===== src/rtl/div64_arb_pkg.sv =====
// div64_arb_pkg: shared constants for the 64-bit divider arbiter.
// Latency: n/a, constants only.
// Backpressure: n/a.
package div64_arb_pkg;

  // FSM state encoding
  localparam logic [2:0] ST_IDLE = 3'd0;
  localparam logic [2:0] ST_LOAD = 3'd1;
  localparam logic [2:0] ST_SEND = 3'd2;
  localparam logic [2:0] ST_RECV = 3'd3;
  localparam logic [2:0] ST_RESP = 3'd4;

  // Both divider channels move 64-bit pairs as four 32-bit beats
  localparam int         NUM_CHUNKS = 4;
  localparam logic [1:0] LAST_CHUNK = 2'(NUM_CHUNKS - 1);

  // Operand beat order towards the divider
  localparam logic [1:0] OP_A_LO = 2'd0;
  localparam logic [1:0] OP_A_HI = 2'd1;
  localparam logic [1:0] OP_B_LO = 2'd2;
  localparam logic [1:0] OP_B_HI = 2'd3;

  // Result beat order from the divider: remainder first, then quotient
  localparam logic [1:0] RS_R_LO = 2'd0;
  localparam logic [1:0] RS_R_HI = 2'd1;
  localparam logic [1:0] RS_Q_LO = 2'd2;
  localparam logic [1:0] RS_Q_HI = 2'd3;

  // Quotient reported for a zero divisor when the divider is bypassed
  localparam logic [63:0] BYPASS_Q = 64'hFFFF_FFFF_FFFF_FFFF;

endpackage


===== src/rtl/rr_arbiter.sv =====
// rr_arbiter: one-hot round-robin pick, scanning upward from ptr and wrapping.
// Latency: purely combinational.
// Backpressure: none; the caller decides when a pick is taken.
module rr_arbiter #(
  parameter int N = 4
) (
  input  logic [N-1:0]         req,
  input  logic [$clog2(N)-1:0] ptr,
  output logic [N-1:0]         gnt,
  output logic [$clog2(N)-1:0] gnt_idx,
  output logic                 gnt_vld
);

  localparam int IW = $clog2(N);

  logic          found;
  logic [IW-1:0] idx;

  // First set request bit at or after ptr, modulo N
  always_comb begin
    gnt     = '0;
    gnt_idx = '0;
    found   = 1'b0;
    idx     = '0;
    for (int i = 0; i < N; i++) begin
      idx = IW'((int'(ptr) + i) % N);
      if (!found && req[idx]) begin
        gnt[idx] = 1'b1;
        gnt_idx  = idx;
        found    = 1'b1;
      end
    end
  end

  assign gnt_vld = found;

endmodule


===== src/rtl/div64_arbiter.sv =====
// div64_arbiter: round-robin share of one 64-bit divider among NUM_REQ requesters; build option DIV64_ARB_ZERO_BYPASS_EN.
// Latency: done_o 10 cycles after IDLE samples req_i with no stalls, +1 per stall cycle; 2 cycles on zero-divisor bypass.
// Backpressure: operand beat held while dv_ready_i is low; result beats accepted only in RECV via dv_ready_o.
module div64_arbiter
  import div64_arb_pkg::*;
#(
  parameter int NUM_REQ = 4,
  parameter int CHUNK_W = 32
) (
  input  logic                   clk,
  input  logic                   reset_n,
  input  logic [NUM_REQ-1:0]     req_i,
  input  logic [NUM_REQ*64-1:0]  a_i,
  input  logic [NUM_REQ*64-1:0]  b_i,
  output logic [NUM_REQ-1:0]     gnt_o,
  output logic [NUM_REQ-1:0]     done_o,
  output logic [63:0]            q_o,
  output logic [63:0]            r_o,
  output logic                   busy_o,
  output logic [CHUNK_W-1:0]     dv_data_o,
  output logic                   dv_valid_o,
  input  logic                   dv_ready_i,
  input  logic [CHUNK_W-1:0]     dv_data_i,
  input  logic                   dv_valid_i,
  output logic                   dv_ready_o
);

  localparam int IW = $clog2(NUM_REQ);

  logic [2:0]         state;
  logic [IW-1:0]      ptr;
  logic [NUM_REQ-1:0] gnt_r;
  logic [IW-1:0]      gnt_idx;
  logic [1:0]         cnt;
  logic [63:0]        a_lat;
  logic [63:0]        b_lat;
  logic [63:0]        r_acc;
  logic [31:0]        q_lo;

  logic [NUM_REQ-1:0] pick;
  logic [IW-1:0]      pick_idx;
  logic               pick_vld;
  logic               send_fire;
  logic               recv_fire;
  logic               last_beat;
  logic               bypass;

  logic [63:0] a_arr [NUM_REQ];
  logic [63:0] b_arr [NUM_REQ];

  for (genvar k = 0; k < NUM_REQ; k++) begin : g_unpack
    assign a_arr[k] = a_i[64*k +: 64];
    assign b_arr[k] = b_i[64*k +: 64];
  end

  rr_arbiter #(.N(NUM_REQ)) u_rr (
    .req     (req_i),
    .ptr     (ptr),
    .gnt     (pick),
    .gnt_idx (pick_idx),
    .gnt_vld (pick_vld)
  );

  assign send_fire = (state == ST_SEND) && dv_ready_i;
  assign recv_fire = (state == ST_RECV) && dv_valid_i;
  assign last_beat = (cnt == LAST_CHUNK);

`ifdef DIV64_ARB_ZERO_BYPASS_EN
  // Zero divisor never reaches the divider; answer is fixed
  assign bypass = (b_arr[gnt_idx] == 64'd0);
`else
  assign bypass = 1'b0;
`endif

  // Control FSM: grant, beat counter and round-robin pointer
  always_ff @(posedge clk or negedge reset_n) begin
    if (!reset_n) begin
      state   <= ST_IDLE;
      ptr     <= '0;
      gnt_r   <= '0;
      gnt_idx <= '0;
      cnt     <= '0;
    end else begin
      case (state)
        ST_IDLE: begin
          if (pick_vld) begin
            gnt_r   <= pick;
            gnt_idx <= pick_idx;
            state   <= ST_LOAD;
          end
        end
        ST_LOAD: begin
          cnt   <= '0;
          state <= bypass ? ST_RESP : ST_SEND;
        end
        ST_SEND: begin
          if (send_fire) begin
            cnt <= cnt + 2'd1;
            if (last_beat) state <= ST_RECV;
          end
        end
        ST_RECV: begin
          if (recv_fire) begin
            cnt <= cnt + 2'd1;
            if (last_beat) state <= ST_RESP;
          end
        end
        ST_RESP: begin
          gnt_r <= '0;
          ptr   <= (gnt_idx == IW'(NUM_REQ - 1)) ? '0 : gnt_idx + 1'b1;
          state <= ST_IDLE;
        end
        default: state <= ST_IDLE;
      endcase
    end
  end

  // Datapath: operand latch, result assembly, held result outputs
  always_ff @(posedge clk or negedge reset_n) begin
    if (!reset_n) begin
      a_lat <= '0;
      b_lat <= '0;
      r_acc <= '0;
      q_lo  <= '0;
      q_o   <= '0;
      r_o   <= '0;
    end else begin
      if (state == ST_LOAD) begin
        a_lat <= a_arr[gnt_idx];
        b_lat <= b_arr[gnt_idx];
        if (bypass) begin
          q_o <= BYPASS_Q;
          r_o <= a_arr[gnt_idx];
        end
      end
      if (recv_fire) begin
        case (cnt)
          RS_R_LO: r_acc[31:0]  <= dv_data_i;
          RS_R_HI: r_acc[63:32] <= dv_data_i;
          RS_Q_LO: q_lo         <= dv_data_i;
          default: begin
            // final beat: publish both results together so they only change at done
            q_o <= {dv_data_i, q_lo};
            r_o <= r_acc;
          end
        endcase
      end
    end
  end

  // Operand beat select; driven from latched registers so it holds across stalls
  always_comb begin
    dv_data_o = '0;
    if (state == ST_SEND) begin
      case (cnt)
        OP_A_LO: dv_data_o = a_lat[31:0];
        OP_A_HI: dv_data_o = a_lat[63:32];
        OP_B_LO: dv_data_o = b_lat[31:0];
        default: dv_data_o = b_lat[63:32];
      endcase
    end
  end

  assign gnt_o      = gnt_r;
  assign done_o     = (state == ST_RESP) ? gnt_r : '0;
  assign busy_o     = (state != ST_IDLE);
  assign dv_valid_o = (state == ST_SEND);
  assign dv_ready_o = (state == ST_RECV);

endmodule


===== config.mk =====
export PLATFORM = sky130hd
export DESIGN_NAME = div64_arbiter
export DESIGN_NICKNAME = d
export VERILOG_FILES = /design/src/rtl/div64_arb_pkg.sv /design/src/rtl/rr_arbiter.sv /design/src/rtl/div64_arbiter.sv
export SDC_FILE = /design/constraint.sdc
export NUM_CORES = 1
export LEC_CHECK = 0
export BUFFER_PORTS_ARGS = -buffer_cell sky130_fd_sc_hd__buf_2
export CORE_AREA = 2 2 283 285
export CTS_CLUSTER_SIZE = 25
export DETAILED_ROUTE_END_ITERATION = 6
export DIE_AREA = 0 0 285 287
export PLACE_DENSITY_LB_ADDON = 0.15
export SKIP_LAST_GASP = 1
export SYNTH_ARGS = -nofsm -noshare
export SYNTH_HDL_FRONTEND = slang
export SYNTH_SLANG_ARGS = --single-unit

===== constraint.sdc =====
create_clock -name clk -period 7 [get_ports clk]
set_clock_uncertainty 0.05 [all_clocks]
set_input_delay 1.75 -clock clk [delete_from_list [all_inputs] [get_ports clk]]
set_output_delay 1.75 -clock clk [all_outputs]
set_load 0.01 [all_outputs]

# Word-level counts from Yosys, hierarchy flattened
# Cells that the tools add are included.
[classes] addsub=5 magnitude_cmp=9 eq_ne=13 n_mux=49 n_bitwise=5 reduce_logical=26
[ops] op="$bmux 64 s2" n=2
[ops] op="$mux 64" n=4
[ops] op="$pmux 32 s3" n=1
[ops] op="$mux 32" n=1
[ops] op="$mux 4" n=6
[ops] op="$mux 3" n=5
[ops] op="$mux 2" n=7
[ops] op="$lt 2x3->1 const B" n=4
[ops] op="$mux 1" n=12
[ops] op="$or 4x4->4" n=3
[ops] op="$pmux 3 s4" n=1
[ops] op="$reduce_and 2->1" n=6
[ops] op="$logic_and 1x1->1" n=9
[ops] op="$bmux 1 s2" n=4
[ops] op="$demux 1 s2" n=4
[ops] op="$ge 2x1->1 const B" n=4
[ops] op="$ne 2x1->1 const B" n=4
[ops] op="$pmux 4 s2" n=1
[ops] op="$add 2x1->2 const B" n=3
[ops] op="$eq 2x2->1 const B" n=3
[ops] op="$eq 3x2->1 const B" n=2
[ops] op="$pmux 2 s3" n=1
[ops] op="$reduce_bool 3->1" n=2
[ops] op="$reduce_and 5->1" n=1
[ops] op="14 further kinds" n=17
[totals] reg_bits=365 elab_cells=119

# Depth between registers and ports, before layout
[depth] word_depth=14 depth_mapped=10 ltp_nobuf=7

# By module
# Synthesis repeated with hierarchy kept, for this count alone.
[hier_totals] cells_unflattened=1418 hier_area_um2=17894.7
[modules_own_cells] module="div64_arbiter" n_inst=1 cells_per_inst=1373 area_per_inst_um2=17475.5 seq_area_each_um2=9133.8
[modules_own_cells] module="rr_arbiter" n_inst=1 cells_per_inst=45 area_per_inst_um2=419.2 seq_area_each_um2=0.0

# Worst setup path before layout
# OpenSTA, ideal clock, no wires.
[synth_timing] path_kind="register -> output" start="register cnt[0]" end="output port dv_data_o[10]" t_arrival_ps=1520 required_ps=5200 slack_ps=3680 stages_incl_launch_ff=9 path_buffers=2 path_cell_list="dfrtp_1 > inv_1 > ha_1 > clkbuf_1 > clkbuf_1 > a222oi_1 > nor2_1 > a21oi_1 > nor2_1"
[synth_between] elab_chain_cells=3
[synth_lines] element="start: declaration" line="div64_arbiter.sv:34" rtl="logic [1:0] cnt;"
[synth_lines] element="start signal: assignment" line="div64_arbiter.sv:98" rtl="cnt <= cnt + 2'd1;"
[synth_lines] element="start signal: assignment" line="div64_arbiter.sv:104" rtl="cnt <= cnt + 2'd1;"
[synth_lines] element="$eq 2x2->1 (tied with other cells)" line="div64_arbiter.sv:155" rtl="case (cnt)"
[synth_lines] element="$pmux 32 s3 *" line="div64_arbiter.sv:155"
[synth_lines] element="$mux 32 *" line="div64_arbiter.sv:154" rtl="if (state == ST_SEND) begin"
[synth_lines] element="end: declaration" line="div64_arbiter.sv:20" rtl="output logic [CHUNK_W-1:0] dv_data_o,"
# Mark *: on every way between the ends. The rest lies on a longest branch, timed or not.

# Worst setup path in the final report
[layout_timing] start="register cnt[0]" end="output port dv_data_o[16]"
# Same word-level chain as after synthesis.

==> out/metrics.csv <==
stage,metric,value,unit
status,status,completed,
run,maxcap violations,0,
yosys,Post-synth EDFFs,0,
global_route,first-pass GRT wire length,98900,µm
worst_setup_path,Crit path top cell by count,nor2_1,
yosys,post-synthesis sequential area ratio,50.6,%
worst_setup_path,r2r startpoint,cnt[1]$_DFFE_PN0P_,
yosys,Post-Synthesis Cells,1186,
placed_design,HPWL after DPL,51100,µm
timing,Slew Limit Fails,0,
cells_and_area,Nets,2433,
die,num ports,723,
yosys,largest family of logic cells by synthesized area,multiplexers,
yosys,Yosys cell types,48,
timing,Worst-Margin Slew,1120,ps
detailed_routing,vias,13700,
global_route,vias in the first global route,14800,
worst_setup_path,worst-path cell chain,inv_1 > ha_2 > a222oi_1 > nor2_1 > a21oi_1 > nor2_1 > buf_2,
worst_setup_path,Crit path arrival time,2960,ps
cells_and_area,share of cells above drive strength 1,68.1,%
yosys,synth warn,0,
hold_path,worst min path class,reg2reg,
timing,post-route setup TNS,0,ps
timing,post-layout min period,4760,ps
yosys,asr flop ratio synth,100,%
hold_path,hold endpoint,q_o[21]$_DFFE_PN0P_,
worst_setup_path,reg2reg end,r_o[5]$_DFFE_PN0P_,
global_route,pin count of the biggest net entering global routing,163,
detailed_routing,vias per cell,4.64,
die,placeable core area,78600,µm²
cts,Root Driver,clkbuf_16,
worst_setup_path,Reg2Reg Depth,4,
cts,H-tree levels,2,
yosys,multiplexer area fraction after synthesis,39.0,%
hold_path,worst hold start,q_lo[21]$_DFFE_PN0P_,
yosys,Post-Synth Simple-Gate Area,2.84,%
global_route,gr usage total,16.2,%
worst_setup_path,"Slowest-stage cell, CP",ha_2,
cts,CTS Buffer Depth,3,
detailed_routing,WL final,68000,µm
worst_setup_path,Setup CP Type,reg2out,
cts,TritonCTS clock tree,built,
cts,Post-CTS Setup Bufs,0,
yosys,dominant synthesized flop cell,dfrtp_1,
cells_and_area,"commonest non-fill, non-tap cell in the layout",buf_2,
worst_setup_path,Worst Setup End Kind,output pin,
detailed_routing,ANT nets after route,0,
yosys,area share of fa/ha/maj cells after synthesis,0.902,%
cts,Inserted Clock Buffers,43,
hold_path,Min-Delay Path Depth,1,
global_route,GRT overflow,0,
placed_design,gpl congestion,0.902,
detailed_routing,first drt pass iteration count,6,
yosys,Syn Nets,1751,
yosys,Post-Syn Area per Cell,15.2,µm²
cells_and_area,area delta synth->final,33.6,%
cells_and_area,number of fill cells,8116,
cts,hold_buf cts,0,
die,die width,285,µm
timing,final hold violation count,0,
worst_setup_path,startpoint types,register,
yosys,XOR/XNOR share of the synthesized area,0.0486,%
worst_setup_path,"Max FO, Critical Path",33,
timing,endpoints failing setup,0,
timing,Final period util,68.0,%
power_and_ir_drop,Pwr Density,415,nW/µm²
detailed_routing,Wirelength per Cell,23.0,µm
worst_setup_path,CP peak stage delay,910,ps
cts,Resize count post-CTS,0,
global_route,initial antenna violation count,35,
die,row cnt,103,
yosys,Compound-Gate Fraction of Synth Area,4.13,%
power_and_ir_drop,LEAKAGE,11.2,nW
worst_setup_path,CP bufs+invs,2,
worst_setup_path,Worst Path Required,5200,ps
worst_setup_path,CP top delay family,adder cells,
cts,Clock Latency Late Sink,560,ps
timing,highest achievable clock rate,210,MHz
cts,Sink Count,365,
timing,RSZ-0062 raised after global routing,no,
yosys,Seq cells post-synth,365,
power_and_ir_drop,maximum vdd drop,0.229,mV
die,Die Ht,287,µm
cts,"Clk pin slew, worst setup/hold paths",60,ps
placed_design,IO buf count,722,
die,Starting Density,22.9,%
worst_setup_path,R2R Setup Slk,3450,ps
timing,hold slack,427,ps
cells_and_area,"commonest non-fill, non-tap cells in the layout","buf_2, dfrtp_1, mux2_2",
detailed_routing,Residual DRC,0,
yosys,Mapped Area,18000,µm²
die,die area,81800,µm²
timing,relative slew slack,25.1,%
detailed_routing,Starting DRT DRC Count,698,
## worst reg2reg max path: stages, from the launching register on
cell and delay [ps]:
dfrtp_1 450, ha_4 410, nand2_4 750, clkinv_1 1150
mux2_2 610
## stage by stage
| step | instance area [µm²] | worst slack (ps) | utilization (%) | instances | power [mW] |
|---|---|---|---|---|---|
| finish | 24100 | 2240 | 30.7 | 2952 | 10.0 |
| global route | 24100 | 1990 | 30.7 | 2952 | 10.7 |
| CTS | 24100 | 2120 | 30.6 | 2948 | 10.3 |
| detailed placement | 22700 | 2170 | 28.9 | 2873 | 7.97 |
| global placement | 22700 | 2200 | 28.9 | 2873 | 7.90 |
| floorplan | 18000 | 3680 | - | 1186 | 6.30 |
## worst max-delay path by stage
stage,endpoint,slack [ps],cells past startpoint,start
global placement,r_o[16]$_DFFE_PN0P_,2200,5,dv_valid_i
finish,dv_data_o[16],2240,7,cnt[0]$_DFFE_PN0P_
CTS,dv_data_o[17],2120,7,cnt[0]$_DFFE_PN0P_
detailed placement,r_o[5]$_DFFE_PN0P_,2170,5,dv_valid_i
floorplan,dv_data_o[10],3680,8,cnt[0]$_DFFE_PN0P_
global route,dv_data_o[17],1990,7,cnt[0]$_DFFE_PN0P_
## state kept, by name, summed over array words and instances, names as in the netlist
signal and flops:
a_lat 64, b_lat 64, state 3, r_o 64, cnt 2, q_o 64, ptr 2, gnt_o 4
gnt_idx 2, r_acc 64, q_lo 32
## cells in the mapped netlist (2+ instances only)
library cell	count	area, µm²
a221o_1	3	30.0
clkbuf_1	48	180
inv_1	7	26.3
nand2_1	13	48.8
and3_1	4	25.0
buf_6	2	22.5
buf_2	28	140
a222oi_1	33	330
mux2i_1	5	50.1
a21oi_1	35	175
o21ai_1	4	20.0
nor2b_1	2	12.5
nand2b_1	7	43.8
a22o_1	3	26.3
mux4_2	130	2930
buf_1	18	67.6
nor3_1	2	10.0
a31o_1	3	26.3
mux2_1	9	101
nand3_1	4	20.0
a22oi_1	5	37.5
nor2_1	70	263
dfrtp_1	365	9130
ha_1	13	163
o22ai_1	3	18.8
mux2_2	348	3920
## cell type report
cell class | count | area (µm²) | area share [%]
Antenna cell | 4 | 10.0 | 0.0415
Clock buffer | 63 | 1220 | 5.07
Clock inverter | 12 | 139 | 0.576
Inverter | 8 | 30.0 | 0.125
Multi-Input combinational cell | 717 | 8510 | 35.3
Sequential cell | 365 | 9140 | 37.9
Tap cell | 1050 | 1310 | 5.45
Timing Repair Buffer | 733 | 3740 | 15.5
## where the power goes
part | total [mW] | switching (mW) | internal [mW] | leakage [nW]
clock | 2.19 | 0.912 | 1.28 | 0.665
combinational | 4.09 | 1.97 | 2.12 | 6.00
sequential | 3.72 | 0.610 | 3.11 | 4.51
## cell families (layout without fill, tap and decap cells)
logic type,after synthesis,in the layout
AND/OR/NAND/NOR,111,111
other,0,4
XOR/XNOR,1,1
AO/OA/AOI/OAI,98,98
adder cells (fa/ha/maj),13,13
buffers and inverters,104,816
flip-flops,365,365
multiplexers,494,494
## layer usage
layer	share of wire, %	track usage (%)	vias to the layer above
li1	-	-	5945
met1	42	20.8	7102
met2	49	27.9	548
met3	6.1	3.47	97
met4	2.0	3.55	10
met5	0.10	0	-
Note: power is estimated with default switching activity, not from simulation.
